### config.mk
export PLATFORM = sky130hd
export DESIGN_NAME = miriscv_lsu
export DESIGN_NICKNAME = d
export VERILOG_FILES = /design/src/rtl/miriscv_lsu.sv
export SDC_FILE = /design/constraint.sdc
export NUM_CORES = 1
export LEC_CHECK = 0
export ABC_CLOCK_PERIOD_IN_PS = 1900
export CORE_AREA = 2 2 95 97
export DETAILED_ROUTE_END_ITERATION = 8
export DIE_AREA = 0 0 97 99
export PLACE_DENSITY = 0.86
export SLEW_MARGIN = 20
export SYNTH_ARGS = -nofsm -noshare
export SYNTH_HDL_FRONTEND = slang
export SYNTH_SLANG_ARGS = --single-unit
### constraint.sdc
create_clock -name clk_i -period 1.9 [get_ports clk_i]
set_input_delay 0.19 -clock clk_i [delete_from_list [all_inputs] [get_ports clk_i]]
set_output_delay 0.19 -clock clk_i [all_outputs]
set_load 0.005 [all_outputs]
### src/rtl/miriscv_lsu.sv
// Load/store unit: one legal access takes two cycles (issue with stall, then a release cycle where load data returns).
// Illegal accesses are rejected in the issue cycle with a one-cycle error pulse and no memory request.
module miriscv_lsu (
  input  logic        clk_i,
  input  logic        rst_i,
  input  logic        lsu_req_i,
  input  logic        lsu_we_i,
  input  logic [2:0]  lsu_size_i,
  input  logic [31:0] lsu_addr_i,
  input  logic [31:0] lsu_data_i,
  output logic [31:0] lsu_data_o,
  output logic        lsu_stall_req_o,
  output logic        lsu_err_o,
  output logic        data_req_o,
  output logic        data_we_o,
  output logic [3:0]  data_be_o,
  output logic [31:0] data_addr_o,
  output logic [31:0] data_wdata_o,
  input  logic [31:0] data_rdata_i
);

  localparam logic [2:0] SZ_B  = 3'b000;
  localparam logic [2:0] SZ_H  = 3'b001;
  localparam logic [2:0] SZ_W  = 3'b010;
  localparam logic [2:0] SZ_BU = 3'b100;
  localparam logic [2:0] SZ_HU = 3'b101;

  typedef enum logic {ST_IDLE, ST_WAIT} state_t;

  state_t      state_q, state_d;
  logic [1:0]  off_q, off_d;
  logic [2:0]  size_q, size_d;
  logic        we_q, we_d;
  logic [31:0] lsu_data_q, lsu_data_d;

  logic        illegal;
  logic        issue;
  logic [7:0]  rd_byte;
  logic [15:0] rd_half;
  logic [31:0] load_val;

  always_comb begin
    illegal = 1'b0;
    case (lsu_size_i)
      SZ_B:    illegal = 1'b0;
      SZ_BU:   illegal = lsu_we_i;
      SZ_H:    illegal = lsu_addr_i[0];
      SZ_HU:   illegal = lsu_we_i | lsu_addr_i[0];
      SZ_W:    illegal = (lsu_addr_i[1:0] != 2'b00);
      default: illegal = 1'b1;
    endcase
  end

  assign issue = (state_q == ST_IDLE) && lsu_req_i && !illegal;

  // Lane select uses the offset latched at issue, since the core may move on in the WAIT cycle.
  assign rd_byte = data_rdata_i[{off_q, 3'b000} +: 8];
  assign rd_half = data_rdata_i[{off_q[1], 4'b0000} +: 16];

  always_comb begin
    load_val = data_rdata_i;
    case (size_q)
      SZ_B:    load_val = {{24{rd_byte[7]}}, rd_byte};
      SZ_BU:   load_val = {24'h0, rd_byte};
      SZ_H:    load_val = {{16{rd_half[15]}}, rd_half};
      SZ_HU:   load_val = {16'h0, rd_half};
      default: load_val = data_rdata_i;
    endcase
  end

  always_comb begin
    state_d         = state_q;
    off_d           = off_q;
    size_d          = size_q;
    we_d            = we_q;
    lsu_data_d      = lsu_data_q;
    lsu_data_o      = lsu_data_q;
    lsu_stall_req_o = 1'b0;
    lsu_err_o       = 1'b0;
    data_req_o      = 1'b0;
    data_we_o       = 1'b0;
    data_be_o       = 4'b0000;
    data_addr_o     = 32'h0;
    data_wdata_o    = 32'h0;

    case (state_q)
      ST_IDLE: begin
        if (lsu_req_i && illegal) begin
          lsu_err_o = 1'b1;
        end else if (issue) begin
          data_req_o      = 1'b1;
          lsu_stall_req_o = 1'b1;
          data_we_o       = lsu_we_i;
          data_addr_o     = {lsu_addr_i[31:2], 2'b00};
          case (lsu_size_i[1:0])
            2'b00: begin
              data_be_o    = 4'b0001 << lsu_addr_i[1:0];
              data_wdata_o = {4{lsu_data_i[7:0]}};
            end
            2'b01: begin
              data_be_o    = 4'b0011 << lsu_addr_i[1:0];
              data_wdata_o = {2{lsu_data_i[15:0]}};
            end
            default: begin
              data_be_o    = 4'b1111;
              data_wdata_o = lsu_data_i;
            end
          endcase
          off_d   = lsu_addr_i[1:0];
          size_d  = lsu_size_i;
          we_d    = lsu_we_i;
          state_d = ST_WAIT;
        end
      end
      ST_WAIT: begin
        if (!we_q) begin
          lsu_data_o = load_val;
          lsu_data_d = load_val;
        end
        state_d = ST_IDLE;
      end
      default: state_d = ST_IDLE;
    endcase
  end

  always_ff @(posedge clk_i) begin
    if (rst_i) begin
      state_q    <= ST_IDLE;
      off_q      <= 2'b00;
      size_q     <= 3'b000;
      we_q       <= 1'b0;
      lsu_data_q <= 32'h0;
    end else begin
      state_q    <= state_d;
      off_q      <= off_d;
      size_q     <= size_d;
      we_q       <= we_d;
      lsu_data_q <= lsu_data_d;
    end
  end

endmodule

==> impl_metrics.yaml <==
critical_path:
  slowest_delay_ns: 0.42
  critical_path_class: "flip-flop to output port"
  worst_path_max_delay_cell: "dfxtp_4"
  cp_common_cell: "buf_4"
  critical_path.max_fanout: 4
  arrival_ns: 2.02
  start_kind: "flip-flop"
  worstPathCellList: "mux2i_4, o22ai_4, buf_4, buf_6, buf_4, o211ai_1, nand2_1, clkbuf_2"
  end_kind: "output port"
  rr_worst_depth: 11
  crit_required_ns: 1.71
synthesis:
  synth_edf_count: 0
  ys_dominant_reg_cell: "dfxtp_1"
  yosysMostFrequentCell: "nor2_1"
  synth_seq_area_share_pct: 25.6
  yosysTopAreaCell: "dfxtp_1"
  synthCells: 420
  synth.avg_cell_area_um2: 7.25
  synth.mux.area_fraction_pct: 9.91
  synth_adder_area_share_pct: 0
  synthArstFlopShare_pct: 0
  yosys.area_share.simple_pct: 28.4
  synth_top_family_by_area: "simple AND/OR/NAND/NOR gates"
  yosysTopAreaCellShare_pct: 25.6
  synth_area_leaders: "dfxtp_1, mux2i_1, a21oi_1"
  yosys_warnings: 0
  synth_compound_area_share_pct: 27.4
  ys_types: 46
  synth_seq_cells: 39
  syn-cell-area_um2: 3040
  synth_xor_xnor_area_share_pct: 0
  yosys-top-cells-count: "nor2_1, a21oi_1, nand2_1, dfxtp_1, and2_1"
route:
  dr.first_iter.drc_count: 243
  drt_wl_total_um: 18000
  remaining_drc_errors: 0
  final_antenna_net_count: 0
  vias_per_cell: 5.70
  first_pass_iters: 5
  wl_per_cell_um: 21.5
  route.vias.total: 4760
timing:
  finalHoldViolations: 0
  rsz0062_at_grt: "yes"
  setup_slack_ns: -0.314
  min_period_over_period_pct: 117
  slew_violations: 0
  setup_tns_ns: -7.10
  clock.fmax_mhz: 452
  post-route-min-period_ns: 2.21
  finalSetupViolCount: 39
  fin_skew_ns: 0.00701
clocking:
  cts_root_buf: "clkbuf_8"
  clock_sinks: 39
  htree_levels: 2
  clock_path_buffers: 2
  cts_tree: "built"
  clkLatencyLatePin_ns: 0.31
  clk_pin_slew_worst_paths_ns: 0.08
  numCtsBuffers: 5
power:
  p_per_area_nw_per_um2: 420
  p_leak_nw: 2.90
  switching_power_mw: 0.940
  p_int_mw: 1.82
  combPwrFrac_pct: 46.8
  clkPwrFrac_pct: 21.6
  switching_share_pct: 34.0
  seq_power_share_pct: 31.6
  vdd_drop_max_v: 0.000256
final_layout:
  diodes: 0
  fin_area_um2: 6570
  multi_input_area_um2: 2510
  area_growth_pct: 116
  regArea_um2: 795
  layout.nets: 829
  fillCellCount: 546
  drive_gt1_share_pct: 46.4
min_path:
  hold_path.class: "input pin to flip-flop"
  holdPathStages: 4
global_route:
  antenna_found_initial: 0
  grt_max_degree: 40
  gr-usage-all-layers_pct: 33.1
  overflow: 0
  grt_first_pass_wirelength_um: 25400
  grt_pass1_vias: 4990
placement:
  dp_hpwl_um: 10400
  gp_congestion: 0.896
  dpl_cell_area_um2: 5630
  place.port_buffers: 204
die:
  rows: 34
  die_w_um: 97
  die_area_um2: 9600
  num_io_pins: 207
  fp.dieH_um: 99
  core_region_area_um2: 8550
  start_util_pct: 35.6
outcome:
  status: "finished, violations left"
  violations: "negative setup slack"
run:
  maxCapViolCount: 0
## registers in the layout (all words and copies together) (netlist names)
name	cells
lsu_data_q	32
size_q	3
state_q	1
off_q	2
we_q	1
## worst paths after layout
path,start,to,slack [ns]
setup reg to reg,off_q[0]$_SDFFE_PP0P_,lsu_data_q[5]$_SDFF_PP0_,-0.08
hold reg to reg,lsu_data_q[14]$_SDFF_PP0_,lsu_data_q[14]$_SDFF_PP0_,0.48
hold / removal,lsu_size_i[2],size_q[2]$_SDFFE_PP0P_,0.41
setup / recovery,off_q[0]$_SDFFE_PP0P_,lsu_data_o[13],-0.31
## critical path: cells and delay by family (launching register included)
family / cells / cell delay, ns
AO/OA/AOI/OAI: 2 / 0.38
buffers and inverters: 4 / 0.54
multiplexers: 1 / 0.27
AND/OR/NAND/NOR: 1 / 0.10
flip-flops: 1 / 0.42
## power by group through the flow
stage	combinational (mW)	clock, mW	sequential [mW]
5_1_grt	1.35	0.608	0.875
6_report	1.29	0.597	0.873
2_1_floorplan	0.380	0	0.880
3_5_place_dp	1.01	0	0.888
3_3_place_gp	0.987	0	0.886
4_1_cts	1.16	0.577	0.869
## cells in the final DEF (no fill, tap or decap), types with 6 or more instances in the layout
cell type	Yosys	layout
mux2i_4	0	9
a21oi_2	1	13
a211oi_2	14	16
and2_4	0	7
inv_1	10	9
nor2_1	53	46
a21oi_1	52	37
and2_1	38	31
nor3_2	0	9
dlygate4sd2_1	0	10
clkdlybuf4s50_1	0	95
nand2_1	52	51
buf_6	5	41
nor3_1	17	7
o21ai_0	16	11
clkbuf_2	2	47
mux2i_1	29	17
nor2_2	0	6
buf_4	3	82
dfxtp_1	39	34
clkdlybuf4s15_1	0	9
buf_2	11	37
buf_12	0	7
## cell families (layout without fill, tap and decap cells)
group | after synthesis | count (layout)
other cells | 1 | 2
buf+inv | 52 | 357
compound gates | 117 | 117
mux | 30 | 30
flops | 39 | 39
simple gates | 181 | 182
## cell type report
type,instances,share of cell area (%)
inverter,12,0.838
sequential,39,12.1
clock buffer,5,1.05
multi-input combinational,331,38.2
clock inverter,3,0.305
tap,108,2.06
timing repair buffer,337,45.4
## layer usage
metal  wire length (µm)  up-vias  GRT usage [%]
li1                   -     2074              -
met1               5750     2208           30.9
met2               9310      361           63.2
met3               1630      117           7.52
met4               1300        0           23.7
met5                  0        -              0
## timing repair
item / in CTS / in global routing
setup buffers: 42 / 26
gates cloned: 6 / 2
endpoints found under the setup margin: 102 / 111
hold buffers: 0 / 0
pin swaps: 26 / 43
gates resized for setup: 332 / 181
## per-stage QoR
stage / utilization, % / setup slack, ns / cells / hold WS [ns] / power (mW)
floorplan: - / 0.279 / 421 / 0.326 / 1.26
global placement: 65.8 / -0.470 / 767 / 0.448 / 1.87
detailed placement: 65.8 / -0.457 / 767 / 0.458 / 1.89
CTS: 75.4 / -0.342 / 823 / 0.413 / 2.60
global route: 76.8 / -0.355 / 835 / 0.455 / 2.84
finish: 76.8 / -0.314 / 835 / 0.406 / 2.76
No activity file was read; power rests on OpenSTA's default activity.
